--- config.mk ---
export PLATFORM = sky130hd
export DESIGN_NAME = lcd_irb_capture
export DESIGN_NICKNAME = d
export VERILOG_FILES = /design/src/rtl/lcd_pkg.sv /design/src/rtl/lcd_img_mem.sv /design/src/rtl/lcd_irb_capture.sv
export SDC_FILE = /design/constraint.sdc
export NUM_CORES = 1
export LEC_CHECK = 0
export ABC_AREA = 0
export BUFFER_PORTS_ARGS = -buffer_cell sky130_fd_sc_hd__buf_4
export CORE_ASPECT_RATIO = 1.4
export CORE_MARGIN = 10
export CORE_UTILIZATION = 38
export CTS_BUF_LIST = sky130_fd_sc_hd__clkbuf_4 sky130_fd_sc_hd__clkbuf_8 sky130_fd_sc_hd__clkbuf_16
export CTS_CLUSTER_SIZE = 28
export DETAILED_ROUTE_END_ITERATION = 16
export GPL_ROUTABILITY_DRIVEN = 0
export PLACE_DENSITY_LB_ADDON = 0.12
export SKIP_LAST_GASP = 1
export SYNTH_ARGS = -nofsm -noshare
export SYNTH_HDL_FRONTEND = slang
export SYNTH_SLANG_ARGS = --single-unit
--- constraint.sdc ---
create_clock -name clk -period 4.3 [get_ports clk]
set_input_delay 0.215 -clock clk [delete_from_list [all_inputs] [get_ports clk]]
set_output_delay 0.215 -clock clk [all_outputs]
set_load 0.005 [all_outputs]
--- src/rtl/lcd_pkg.sv ---
// Shared definitions for the LCD controller slice: capture FSM states,
// default geometry and the controller's command codes.
package lcd_pkg;

   localparam int AW_DEF    = 6;
   localparam int DW_DEF    = 8;
   localparam int DEPTH_DEF = 64;
   localparam int CSW_DEF   = 16;

   typedef enum logic [2:0] {
      IDLE  = 3'd0,
      CAPT  = 3'd1,
      CHECK = 3'd2,
      DRAIN = 3'd3,
      DONE  = 3'd4
   } cap_state_t;

   typedef enum logic [2:0] {
      WRTBK = 3'd0,
      SH_UP = 3'd1,
      SH_DN = 3'd2,
      SH_LF = 3'd3,
      SH_RT = 3'd4,
      AVG   = 3'd5,
      MRR_X = 3'd6,
      MRR_Y = 3'd7
   } lcd_cmd_t;

endpackage

--- src/rtl/lcd_img_mem.sv ---
// Frame buffer: one synchronous write port, one combinational read port.
// Contents are intentionally not reset.
module lcd_img_mem #(
   parameter int AW = 6,
   parameter int DW = 8
) (
   input  logic          clk,
   input  logic          we,
   input  logic [AW-1:0] waddr,
   input  logic [DW-1:0] wdata,
   input  logic [AW-1:0] raddr,
   output logic [DW-1:0] rdata
);

   logic [DW-1:0] mem [2**AW];

   always_ff @(posedge clk) begin
      if (we) mem[waddr] <= wdata;
   end

   assign rdata = mem[raddr];

endmodule

--- src/rtl/lcd_irb_capture.sv ---
// Captures the controller's IRB write-back burst, checks coverage, then drains
// the frame in address order over valid/ready while summing a checksum.
//
// state | meaning
// IDLE  | after reset, waiting for the first write or done
// CAPT  | accepting writes, waiting for done
// CHECK | one cycle: latch integrity flags, arm the drain
// DRAIN | streaming beats 0..DEPTH-1
// DONE  | results held; a write starts the next frame
module lcd_irb_capture
   import lcd_pkg::*;
#(
   parameter int AW    = AW_DEF,
   parameter int DW    = DW_DEF,
   parameter int DEPTH = DEPTH_DEF,
   parameter int CSW   = CSW_DEF
) (
   input  logic           clk,
   input  logic           reset,
   input  logic           IRB_RW,
   input  logic [AW-1:0]  IRB_A,
   input  logic [DW-1:0]  IRB_D,
   input  logic           done,
   output logic           busy,
   output logic           rd_valid,
   input  logic           rd_ready,
   output logic [AW-1:0]  rd_addr,
   output logic [DW-1:0]  rd_data,
   output logic           frame_ok,
   output logic           dup_err,
   output logic           miss_err,
   output logic           late_err,
   output logic [CSW-1:0] checksum
);

   cap_state_t       state;
   logic [DEPTH-1:0] bitmap;
   logic             wr;
   logic             cap_open;
   logic             mem_we;
   logic             late_wr;
   logic             last_beat;
   logic [DW-1:0]    mem_rdata;

   assign wr        = ~IRB_RW;
   assign cap_open  = (state == IDLE) || (state == CAPT) || (state == DONE);
   assign mem_we    = wr & cap_open;
   assign late_wr   = wr & ((state == CHECK) || (state == DRAIN));
   assign last_beat = (rd_addr == AW'(DEPTH - 1));

   // Gate the read port so nothing from the unreset buffer leaks out idle.
   assign rd_data = rd_valid ? mem_rdata : '0;

   lcd_img_mem #(.AW(AW), .DW(DW)) u_mem (
      .clk   (clk),
      .we    (mem_we),
      .waddr (IRB_A),
      .wdata (IRB_D),
      .raddr (rd_addr),
      .rdata (mem_rdata)
   );

   always_ff @(posedge clk or negedge reset) begin
      if (!reset) begin
         state    <= IDLE;
         bitmap   <= '0;
         busy     <= 1'b0;
         rd_valid <= 1'b0;
         rd_addr  <= '0;
         frame_ok <= 1'b0;
         dup_err  <= 1'b0;
         miss_err <= 1'b0;
         late_err <= 1'b0;
         checksum <= '0;
      end else begin
         // A late write taints the frame even after its flags were latched.
         if (late_wr) begin
            late_err <= 1'b1;
            frame_ok <= 1'b0;
         end
         case (state)
            IDLE: begin
               if (wr) begin
                  bitmap[IRB_A] <= 1'b1;
                  busy          <= 1'b1;
                  state         <= CAPT;
               end else if (done) begin
                  busy  <= 1'b1;
                  state <= CHECK;
               end
            end
            CAPT: begin
               if (wr) begin
                  bitmap[IRB_A] <= 1'b1;
                  if (bitmap[IRB_A]) dup_err <= 1'b1;
               end
               if (done) state <= CHECK;
            end
            CHECK: begin
               miss_err <= ~&bitmap;
               frame_ok <= (&bitmap) & ~dup_err & ~late_err & ~late_wr;
               checksum <= '0;
               rd_addr  <= '0;
               rd_valid <= 1'b1;
               state    <= DRAIN;
            end
            DRAIN: begin
               if (rd_ready) begin
                  checksum <= checksum + {{(CSW-DW){1'b0}}, mem_rdata};
                  if (last_beat) begin
                     rd_valid <= 1'b0;
                     busy     <= 1'b0;
                     state    <= DONE;
                  end else begin
                     rd_addr <= rd_addr + 1'b1;
                  end
               end
            end
            DONE: begin
               if (wr) begin
                  bitmap   <= {{(DEPTH-1){1'b0}}, 1'b1} << IRB_A;
                  dup_err  <= 1'b0;
                  miss_err <= 1'b0;
                  late_err <= 1'b0;
                  frame_ok <= 1'b0;
                  checksum <= '0;
                  busy     <= 1'b1;
                  state    <= CAPT;
               end
            end
            default: state <= IDLE;
         endcase
      end
   end

endmodule
==> flow_summary_export.csv, run 1 <==
group,metric,value,unit
status,status,"complete, no violations",
logic_synthesis,seq_area_frac_synth,0.727,
clock_network,cts_buffers,56,
sta,fin_crit,4.23,ns
logic_synthesis,synthCells,1243,
place,io_buffers,54,
sta,skew,0.0267,ns
power_and_ir_drop,cellPowerDensity,594,nW/um^2
clock_network,cts-root-buf,"clkbuf_16",
route,wire_per_inst,28.0,um
power_and_ir_drop,vdd_drop_max,0.000358,V
logic_synthesis,synth_fp_nets,1272,
cells_and_area,syn_to_final_growth,17.2,%
grt,grt_antenna_before_repair,3,
cells_and_area,final_layout_size_suffix_gt1_frac,0.313,
route,antenna_left,0,
logic_synthesis,yosys.area.top_type,"edfxtp_1",
sta,hold_violations,0,
grt,grt_use_total,0.170,
logic_synthesis,synth_cell_types,44,
route,drtPass1Iterations,5,
floorplanning,dieHeight,320,um
clock_network,htreeDepth,2,
grt,grt_first_pass_wirelength,91900,um
sta,fmax,236,MHz
place,placed_cells,2154,
sta,setup_tns,0,ns
logic_synthesis,async_flop_share,0.157,
logic_synthesis,syn_area_per_cell,19.6,sq um
grt,overflow,0,
logic_synthesis,ys_ff_latch,607,
floorplanning,std_cell_rows,109,
logic_synthesis,netlist_top_cells_area,"edfxtp_1 (63%), mux4_2 (16%), dfrtp_1 (9.7%)",
worst_setup_path,worst-path-max-fanout,14,
route,drc,0,
route,wl,63800,um
cells_and_area,fin_nets,1427,
clock_network,clk_latency,0.62,ns
power_and_ir_drop,comb_power_share,0.297,
flow_run,cap_viol_max_count,0,
cells_and_area,finalNonFillerCells,2277,
worst_setup_path,crit_type,"reg -> reg",
cells_and_area,final_area,28600,sq um
clock_network,clock_path_buffers,3,
worst_setup_path,crit_top_cell,"buf_4",
route,vias,12400,
clock_network,cts_sinks,607,
worst_setup_path,setup.worst_path.end_class,"register",
place,place_area,26400,sq um
sta,worstMarginPinSlew,1.09,ns
worst_setup_path,crit_arrival,4.78,ns
floorplanning,io_pins,55,
place,dp_hpwl,40800,um
clock_network,cts_tree,"done",
grt,grt_pass1_vias,13000,
route,initialDrtViolationCount,948,
worst_setup_path,r2r-start,"rd_addr[0]$_DFFE_PN0P_",
worst_setup_path,worst-path-buf-inv,4,
route,viasPerCell,5.45,
worst_setup_path,crit_start,"rd_addr[0]$_DFFE_PN0P_",
logic_synthesis,synth_top_area_frac,0.630,
power_and_ir_drop,p_leak,10.1,nW
power_and_ir_drop,clkPwrFrac,0.303,
sta,setup_violations,0,
logic_synthesis,synth_warnings,0,
sta,rsz0062_at_grt,"true",
worst_setup_path,slowest_delay,0.59,ns
floorplanning,start_util,0.385,
worst_setup_path,critPathSlowestCell,"mux4_2",
hold_path,hp-class,"in -> async",
power_and_ir_drop,p_int,12.1,mW
clock_network,path_clk_slew,0.07,ns
floorplanning,core,63400,sq um
power_and_ir_drop,p_total,17.0,mW
cells_and_area,final_util,0.451,
logic_synthesis,synth-edff-count,512,
floorplanning,die_area,74900,sq um
floorplanning,fp.dieW,234,um
logic_synthesis,synth_flop_cell,"edfxtp_1",
cells_and_area,final_cell_mix,"edfxtp_1 (512), mux4_2 (178), buf_4 (145)",
worst_setup_path,required,4.85,ns
power_and_ir_drop,switching_share,0.289,
logic_synthesis,netlist_area,24400,sq um
sta,fin_crit_sh,0.985,
power_and_ir_drop,seqPwrFrac,0.400,
sta,relSlewSlack,0.274,
worst_setup_path,cp-start-kind,"register",
cells_and_area,final_common_cell,"edfxtp_1",
worst_setup_path,path_cells,"buf_4, clkbuf_16, mux4_2, mux4_2, mux2_4, nand2_1, o21ai_1, ha_1, a21o_1, a2111oi_4, buf_4, o21bai_1, buf_4, a31o_2, a21oi_1",
sta,drv_slew,0,
power_and_ir_drop,p_switching,4.91,mW
worst_setup_path,path_delay_family,"multiplexers",
grt,grt_max_degree,70,
cells in the mapped netlist, drive strengths merged (2+ instances only):
| cell | instances |
|---|---|
| a21o | 70 |
| a21oi | 14 |
| a22o | 7 |
| a32o | 3 |
| and2 | 10 |
| buf | 28 |
| clkbuf | 41 |
| dfrtp | 95 |
| edfxtp | 512 |
| ha | 9 |
| inv | 7 |
| mux2 | 9 |
| mux2i | 13 |
| mux4 | 178 |
| nand2 | 40 |
| nand2b | 4 |
| nand3 | 18 |
| nand4 | 22 |
| nor2 | 93 |
| nor2b | 7 |
| nor3 | 3 |
| nor4 | 4 |
| nor4b | 2 |
| o21a | 2 |
| o21ai | 22 |
| o21bai | 2 |
| o311ai | 2 |
| o41ai | 2 |
| or3 | 4 |
| xnor2 | 4 |
| xor2 | 6 |
cell families (layout without fill, tap and decap cells):
family | after synthesis | count (layout) | share of synthesized area
flip-flops | 607 | 607 | 0.727
AND/OR/NAND/NOR | 211 | 211 | 0.0398
multiplexers | 200 | 200 | 0.174
AO/OA/AOI/OAI | 129 | 129 | 0.0370
buffers and inverters | 76 | 276 | 0.0133
adder cells (fa/ha/maj) | 10 | 10 | 0.00543
XOR/XNOR | 10 | 10 | 0.00359
other | 0 | 2 | 0
registers in the layout, summed over array words and instances (netlist names), 3 cells and up:
signal     cells
u_mem.mem    512
bitmap        64
checksum      16
rd_addr        6
state          3
worst register-to-register path: stages (launching register included):
cell and delay [ns]:
dfrtp_4 0.46, buf_4 0.17, clkbuf_16 0.21, mux4_2 0.60
mux4_2 0.50, mux2_4 0.35, nand2_1 0.09, o21ai_1 0.09
ha_1 0.33, a21o_1 0.24, a2111oi_4 0.37, buf_4 0.16
o21bai_1 0.10, buf_4 0.18, a31o_2 0.19, a21oi_1 0.12
power groups by stage:
stage,Sequential [mW],Clock [mW],Combinational (mW)
3_3_place_gp,6.91,0,4.84
4_1_cts,6.78,5.26,4.88
3_5_place_dp,6.91,0,4.84
2_1_floorplan,6.76,0,2.98
5_1_grt,6.81,5.48,5.40
6_report,6.79,5.15,5.04
metal layers:
layer | vias up | GRT usage | share of wire
met5 | - | 0 | 0.00072
met4 | 6 | 0.0564 | 0.030
met3 | 98 | 0.0266 | 0.038
met2 | 247 | 0.292 | 0.52
met1 | 6658 | 0.214 | 0.41
li1 | 5391 | - | -
final timing paths:
| path | slack [ns] | to | depth (start not counted) |
|---|---|---|---|
| worst min register to register | 0.51 | bitmap[29]$_DFFE_PN0P_ | 1 |
| max in group asynchronous | 3.28 | rd_addr[0]$_DFFE_PN0P_ | 3 |
| min in group clk | 0.13 | u_mem.mem[8][1]$_DFFE_PP_ | 1 |
| worst min-delay path | 0.12 | checksum[14]$_DFFE_PN0P_ | 2 |
| worst max register to register | 0.07 | checksum[15]$_DFFE_PN0P_ | 15 |
| worst max-delay path | 0.07 | checksum[15]$_DFFE_PN0P_ | 15 |
through the flow:
stage / worst slack, ns / hold WS, ns
5_1_grt: -0.0560 / 0.137
6_report: 0.0652 / 0.121
2_1_floorplan: 0.0995 / -0.0806
3_5_place_dp: -0.0373 / 0.241
4_1_cts: 0.0130 / 0.110
3_3_place_gp: 0.0216 / 0.245
cell type report:
type	instances	area [sq um]
Antenna cell	2	5.00
Clock buffer	66	1510
Clock inverter	37	388
Fill cell	5413	34800
Inverter	7	26.3
Multi-Input combinational cell	560	6400
Sequential cell	607	17800
Tap cell	832	1040
Timing Repair Buffer	166	1470
repair_timing:
item	CTS	global route
setup buffers	0	9
pin swaps	0	2
resized for setup	2	11
cloned	0	2
endpoints found under the hold margin	45	0
setup endpoints to repair	4	8
hold buffers	7	0
(Power assumes the default switching activity.)
==> run 2: changes to the inputs <==
Settings changed: RECOVER_POWER from default to 25.
==> flow_summary_export.csv, run 2 (synthesis results as in run 1) <==
group,metric,value,unit
status,status,"complete, but fails checks",
status,violations,"max-capacitance violations, max-slew violations",
worst_setup_path,required,4.85,ns
grt,grt_antenna_before_repair,4,
route,antenna_left,0,
power_and_ir_drop,p_leak,10.1,nW
sta,worstMarginPinSlew,3.16,ns
worst_setup_path,r2r-start,"rd_addr[0]$_DFFE_PN0P_",
clock_network,cts-root-buf,"clkbuf_16",
cells_and_area,largest_register,"u_mem.mem",
cells_and_area,top_regs,"u_mem.mem (512), bitmap (64), checksum (16)",
cells_and_area,final_util,0.451,
power_and_ir_drop,vdd_drop_max,0.000358,V
sta,hold_violations,0,
floorplanning,dieHeight,320,um
worst_setup_path,rr_endpoint,"checksum[15]$_DFFE_PN0P_",
route,vias,12400,
place,place_area,26400,sq um
cells_and_area,final_cell_mix,"edfxtp_1 (512), mux4_2 (178), buf_4 (138)",
clock_network,cts_buffers,56,
sta,fmax,237,MHz
route,wl,64000,um
cells_and_area,largest_register_ffs,512,
route,drtPass1Iterations,5,
cells_and_area,final_area,28600,sq um
clock_network,htreeDepth,2,
place,io_buffers,54,
power_and_ir_drop,p_total,17.0,mW
grt,grt_pass1_vias,13000,
route,initialDrtViolationCount,978,
grt,grt_use_total,0.170,
clock_network,cts_tree,"done",
worst_setup_path,crit_start,"rd_addr[0]$_DFFE_PN0P_",
cells_and_area,final_layout_size_suffix_gt1_frac,0.308,
clock_network,clk_latency,0.63,ns
clock_network,cts_sinks,607,
sta,fin_crit_sh,0.980,
hold_path,hp-class,"in -> async",
floorplanning,std_cell_rows,109,
worst_setup_path,reg2regPathDepth,16,
floorplanning,io_pins,55,
route,drc,0,
place,pre_cts_slack,-0.0373,ns
sta,drv_slew,456,
flow_run,cap_viol_max_count,7,
floorplanning,die_area,74900,sq um
power_and_ir_drop,cellPowerDensity,595,nW/um^2
place,dp_hpwl,40800,um
sta,setup_violations,0,
grt,grt_first_pass_wirelength,91900,um
worst_setup_path,cp-start-kind,"register",
worst_setup_path,endpoint,"checksum[15]$_DFFE_PN0P_",
floorplanning,core,63400,sq um
worst_setup_path,crit_arrival,4.76,ns
sta,setup_ws,0.0847,ns
worst_setup_path,crit_type,"reg -> reg",
sta,skew,0.0261,ns
floorplanning,fp.dieW,234,um
worst_setup_path,setup.worst_path.end_class,"register",
sta,hold_slack,0.123,ns
clock_network,clock_path_buffers,3,
route,viasPerCell,5.44,
cells_and_area,fin_nets,1427,
sta,rsz0062_at_grt,"true",
worst_setup_path,r2r_slack,0.08,ns
floorplanning,start_util,0.385,
sta,fin_crit,4.22,ns
sta,relSlewSlack,-1.10,
cells_and_area,syn_to_final_growth,17.1,%
route,wire_per_inst,28.1,um
grt,grt_max_degree,70,
worst_setup_path,worst-path-max-fanout,12,
cells_and_area,final_common_cell,"edfxtp_1",
clock_network,path_clk_slew,0.07,ns
grt,overflow,0,
==> run 2: final cells by class <==
type / instances / area (sq um)
multi-input cells: 560 / 6400
diodes: 2 / 5.00
well taps: 832 / 1040
repair buffers: 166 / 1450
fillers: 5416 / 34800
flip-flops and latches: 607 / 17800
clock buffers: 66 / 1510
clock inverters: 37 / 388
inverters: 7 / 26.3
==> run 2: stage by stage <==
| step | std cells | setup TNS (ns) |
|---|---|---|
| 5_1_grt | 2275 | -0.291 |
| 3_5_place_dp | 2154 | -0.102 |
| 4_1_cts | 2264 | 0 |
| 6_report | 2277 | 0 |
| 2_1_floorplan | 1243 | 0 |
| 3_3_place_gp | 2154 | 0 |
==> run 2: worst min path at each step <==
stage               startpoint                  endpoint  slack, ns  cells past startpoint
floorplan                reset     bitmap[0]$_DFFE_PN0P_      -0.08                      0
global placement         reset  checksum[14]$_DFFE_PN0P_       0.24                      1
detailed placement       reset  checksum[13]$_DFFE_PN0P_       0.24                      1
CTS                      reset  checksum[13]$_DFFE_PN0P_       0.11                      2
global route             reset  checksum[13]$_DFFE_PN0P_       0.16                      2
finish                   reset  checksum[14]$_DFFE_PN0P_       0.12                      2
==> run 2: timing repair <==
action | 4_1_cts | 5_1_grt
setup endpoints to repair | 4 | 8
buffers inserted | 0 | 9
cloned | 0 | 2
hold buffers | 7 | 0
hold endpoints to repair | 45 | 0
resized for setup | 2 | 11
pin swaps | 0 | 2
==> run 2: critical path, stage by stage (launching register included) <==
cell       delay [ns]
dfrtp_4          0.46
buf_12           0.19
buf_12           0.17
mux4_2           0.50
mux4_2           0.47
mux2_2           0.33
nand2_1          0.08
o21ai_1          0.11
ha_1             0.26
a21o_1           0.19
a21o_1           0.24
a2111oi_4        0.36
buf_4            0.16
o21bai_1         0.09
buf_4            0.18
a31o_2           0.19
a21oi_1          0.12
==> run 2: power breakdown <==
group	switching, mW	internal (mW)	total, mW
Sequential	0.248	6.55	6.80
Combinational	2.45	2.60	5.04
Clock	2.22	2.94	5.15
==> run 2: metal layers <==
metal / routed length [um] / global-route usage / vias to the layer above
li1: - / - / 5382
met1: 26100 / 0.214 / 6616
met2: 33100 / 0.292 / 279
met3: 2710 / 0.0266 / 102
met4: 1960 / 0.0564 / 6
met5: 46 / 0 / -
==> run 3: changes to the inputs <==
Settings changed: MAX_ROUTING_LAYER from default to met4.
==> flow_summary_export.csv, run 3 (synthesis results as in run 1) <==
group,metric,value,unit
status,status,"complete, but fails checks",
status,violations,"max-capacitance violations, max-slew violations",
sta,drv_slew,456,
power_and_ir_drop,vdd_drop_max,0.000352,V
worst_setup_path,crit_top_cell,"buf_4",
sta,setup_ws,0.101,ns
cells_and_area,largest_register,"u_mem.mem",
clock_network,cts_buffers,56,
clock_network,htreeDepth,2,
grt,grt_max_degree,70,
cells_and_area,largest_register_ffs,512,
route,drc,0,
worst_setup_path,required,4.84,ns
clock_network,cts_tree,"done",
place,pre_cts_slack,-0.0373,ns
sta,setup_tns,0,ns
route,initialDrtViolationCount,964,
grt,grt_pass1_vias,13000,
grt,grt_first_pass_wirelength,91900,um
hold_path,hp-class,"in -> async",
sta,setup_violations,0,
floorplanning,fp.dieW,234,um
worst_setup_path,reg2regPathDepth,15,
flow_run,cap_viol_max_count,7,
sta,relSlewSlack,-1.06,
sta,skew,0.0277,ns
power_and_ir_drop,p_leak,10.1,nW
power_and_ir_drop,switching_share,0.288,
cells_and_area,syn_to_final_growth,17.5,%
worst_setup_path,setup.worst_path.end_class,"register",
cells_and_area,final_common_cell,"edfxtp_1",
worst_setup_path,crit_type,"reg -> reg",
floorplanning,dieHeight,320,um
power_and_ir_drop,p_int,12.2,mW
cells_and_area,top_regs,"u_mem.mem (512), bitmap (64), checksum (16)",
power_and_ir_drop,comb_power_share,0.302,
route,viasPerCell,5.44,
floorplanning,die_area,74900,sq um
route,wire_per_inst,27.9,um
route,wl,63900,um
place,io_buffers,54,
floorplanning,io_pins,55,
clock_network,cts-root-buf,"clkbuf_16",
power_and_ir_drop,seqPwrFrac,0.397,
floorplanning,std_cell_rows,109,
cells_and_area,fin_nets,1437,
power_and_ir_drop,cellPowerDensity,597,nW/um^2
clock_network,clk_latency,0.62,ns
worst_setup_path,critPathSlowestCell,"mux4_2",
place,dp_hpwl,40800,um
sta,fmax,238,MHz
floorplanning,start_util,0.385,
sta,hold_violations,0,
cells_and_area,final_layout_size_suffix_gt1_frac,0.315,
clock_network,clock_path_buffers,3,
sta,fin_crit_sh,0.977,
power_and_ir_drop,p_total,17.1,mW
floorplanning,core,63400,sq um
route,drtPass1Iterations,5,
cells_and_area,final_util,0.452,
route,vias,12500,
sta,hold_slack,0.123,ns
sta,fin_crit,4.20,ns
cells_and_area,fillCellCount,5404,
worst_setup_path,path_cells,"buf_4, clkbuf_16, mux4_2, mux4_2, mux2_4, nand2_1, o21ai_1, ha_1, a21o_1, a2111oi_4, buf_4, o21bai_1, buf_4, a31o_2, a21oi_1",
clock_network,cts_sinks,607,
grt,grt_use_total,0.175,
grt,overflow,0,
power_and_ir_drop,clkPwrFrac,0.300,
sta,rsz0062_at_grt,"true",
cells_and_area,final_cell_mix,"edfxtp_1 (512), mux4_2 (178), buf_4 (145)",
worst_setup_path,crit_arrival,4.74,ns
route,antenna_left,0,
worst_setup_path,slowest_delay,0.59,ns
worst_setup_path,worst-path-max-fanout,14,
grt,grt_antenna_before_repair,5,
clock_network,path_clk_slew,0.07,ns
power_and_ir_drop,p_switching,4.93,mW
worst_setup_path,cp-start-kind,"register",
sta,worstMarginPinSlew,3.08,ns
run 3: changes by cell type in the layout (fill, tap and decap cells not counted), moves of 2 or more:
cell / before / now
buf_4: 138 / 145
diode_2: 2 / 5
mux2_2: 8 / 5
mux2_4: 1 / 4
buf_6: 0 / 2
run 3: layer usage:
metal,share of wire,GRT usage,vias up
met2,0.52,0.292,271
met1,0.41,0.214,6675
met5,0,-,-
met4,0.031,0.0567,0
met3,0.043,0.0263,97
li1,-,-,5410
run 3: power groups by stage:
stage               Sequential [mW]  Combinational (mW)  Clock (mW)
finish                         6.80                5.18        5.14
global route                   6.82                5.54        5.48
CTS                            6.78                4.88        5.26
detailed placement             6.91                4.84           0
global placement               6.91                4.84           0
floorplan                      6.76                2.98           0
run 3: per-stage QoR:
step | area [sq um] | cells
2_1_floorplan | 24400 | 1243
3_3_place_gp | 26400 | 2154
3_5_place_dp | 26400 | 2154
4_1_cts | 28400 | 2264
5_1_grt | 28700 | 2289
6_report | 28700 | 2290
run 3: timing repair:
item                                    4_1_cts  5_1_grt
gates resized for setup                       2       18
hold buffers                                  7        0
hold endpoints to repair                     45        0
setup buffers                                 0       19
endpoints found under the setup margin        4        9
gates cloned                                  0        2
pin swaps                                     0        5
run 3: path summary, 6_finish.rpt:
path / end / start / slack, ns
max: checksum[15]$_DFFE_PN0P_ / rd_addr[0]$_DFFE_PN0P_ / 0.10
min: checksum[14]$_DFFE_PN0P_ / reset / 0.12
max reg2reg: checksum[15]$_DFFE_PN0P_ / rd_addr[0]$_DFFE_PN0P_ / 0.10
min reg2reg: bitmap[10]$_DFFE_PN0P_ / bitmap[10]$_DFFE_PN0P_ / 0.50
max in group asynchronous: rd_addr[0]$_DFFE_PN0P_ / reset / 3.26
min in group clk: u_mem.mem[33][7]$_DFFE_PP_ / IRB_D[7] / 0.20
run 3: cell type report:
| type | instances | area, sq um | area share |
|---|---|---|---|
| timing repair buffer | 176 | 1540 | 0.0537 |
| tap | 832 | 1040 | 0.0363 |
| inverter | 7 | 26.3 | 0.000916 |
| clock buffer | 66 | 1510 | 0.0527 |
| multi-input combinational | 560 | 6410 | 0.224 |
| sequential | 607 | 17800 | 0.619 |
| antenna | 5 | 12.5 | 0.000436 |
| clock inverter | 37 | 388 | 0.0135 |
run 3: worst max-delay path, delay by kind of cell (launching register included):
family	cells	cell delay (ns)
muxes	3	1.43
adders and majority gates	1	0.33
buffers and inverters	4	0.72
DFF	1	0.46
AOI/OAI and AO/OA	6	1.09
and+or+nand+nor	1	0.08
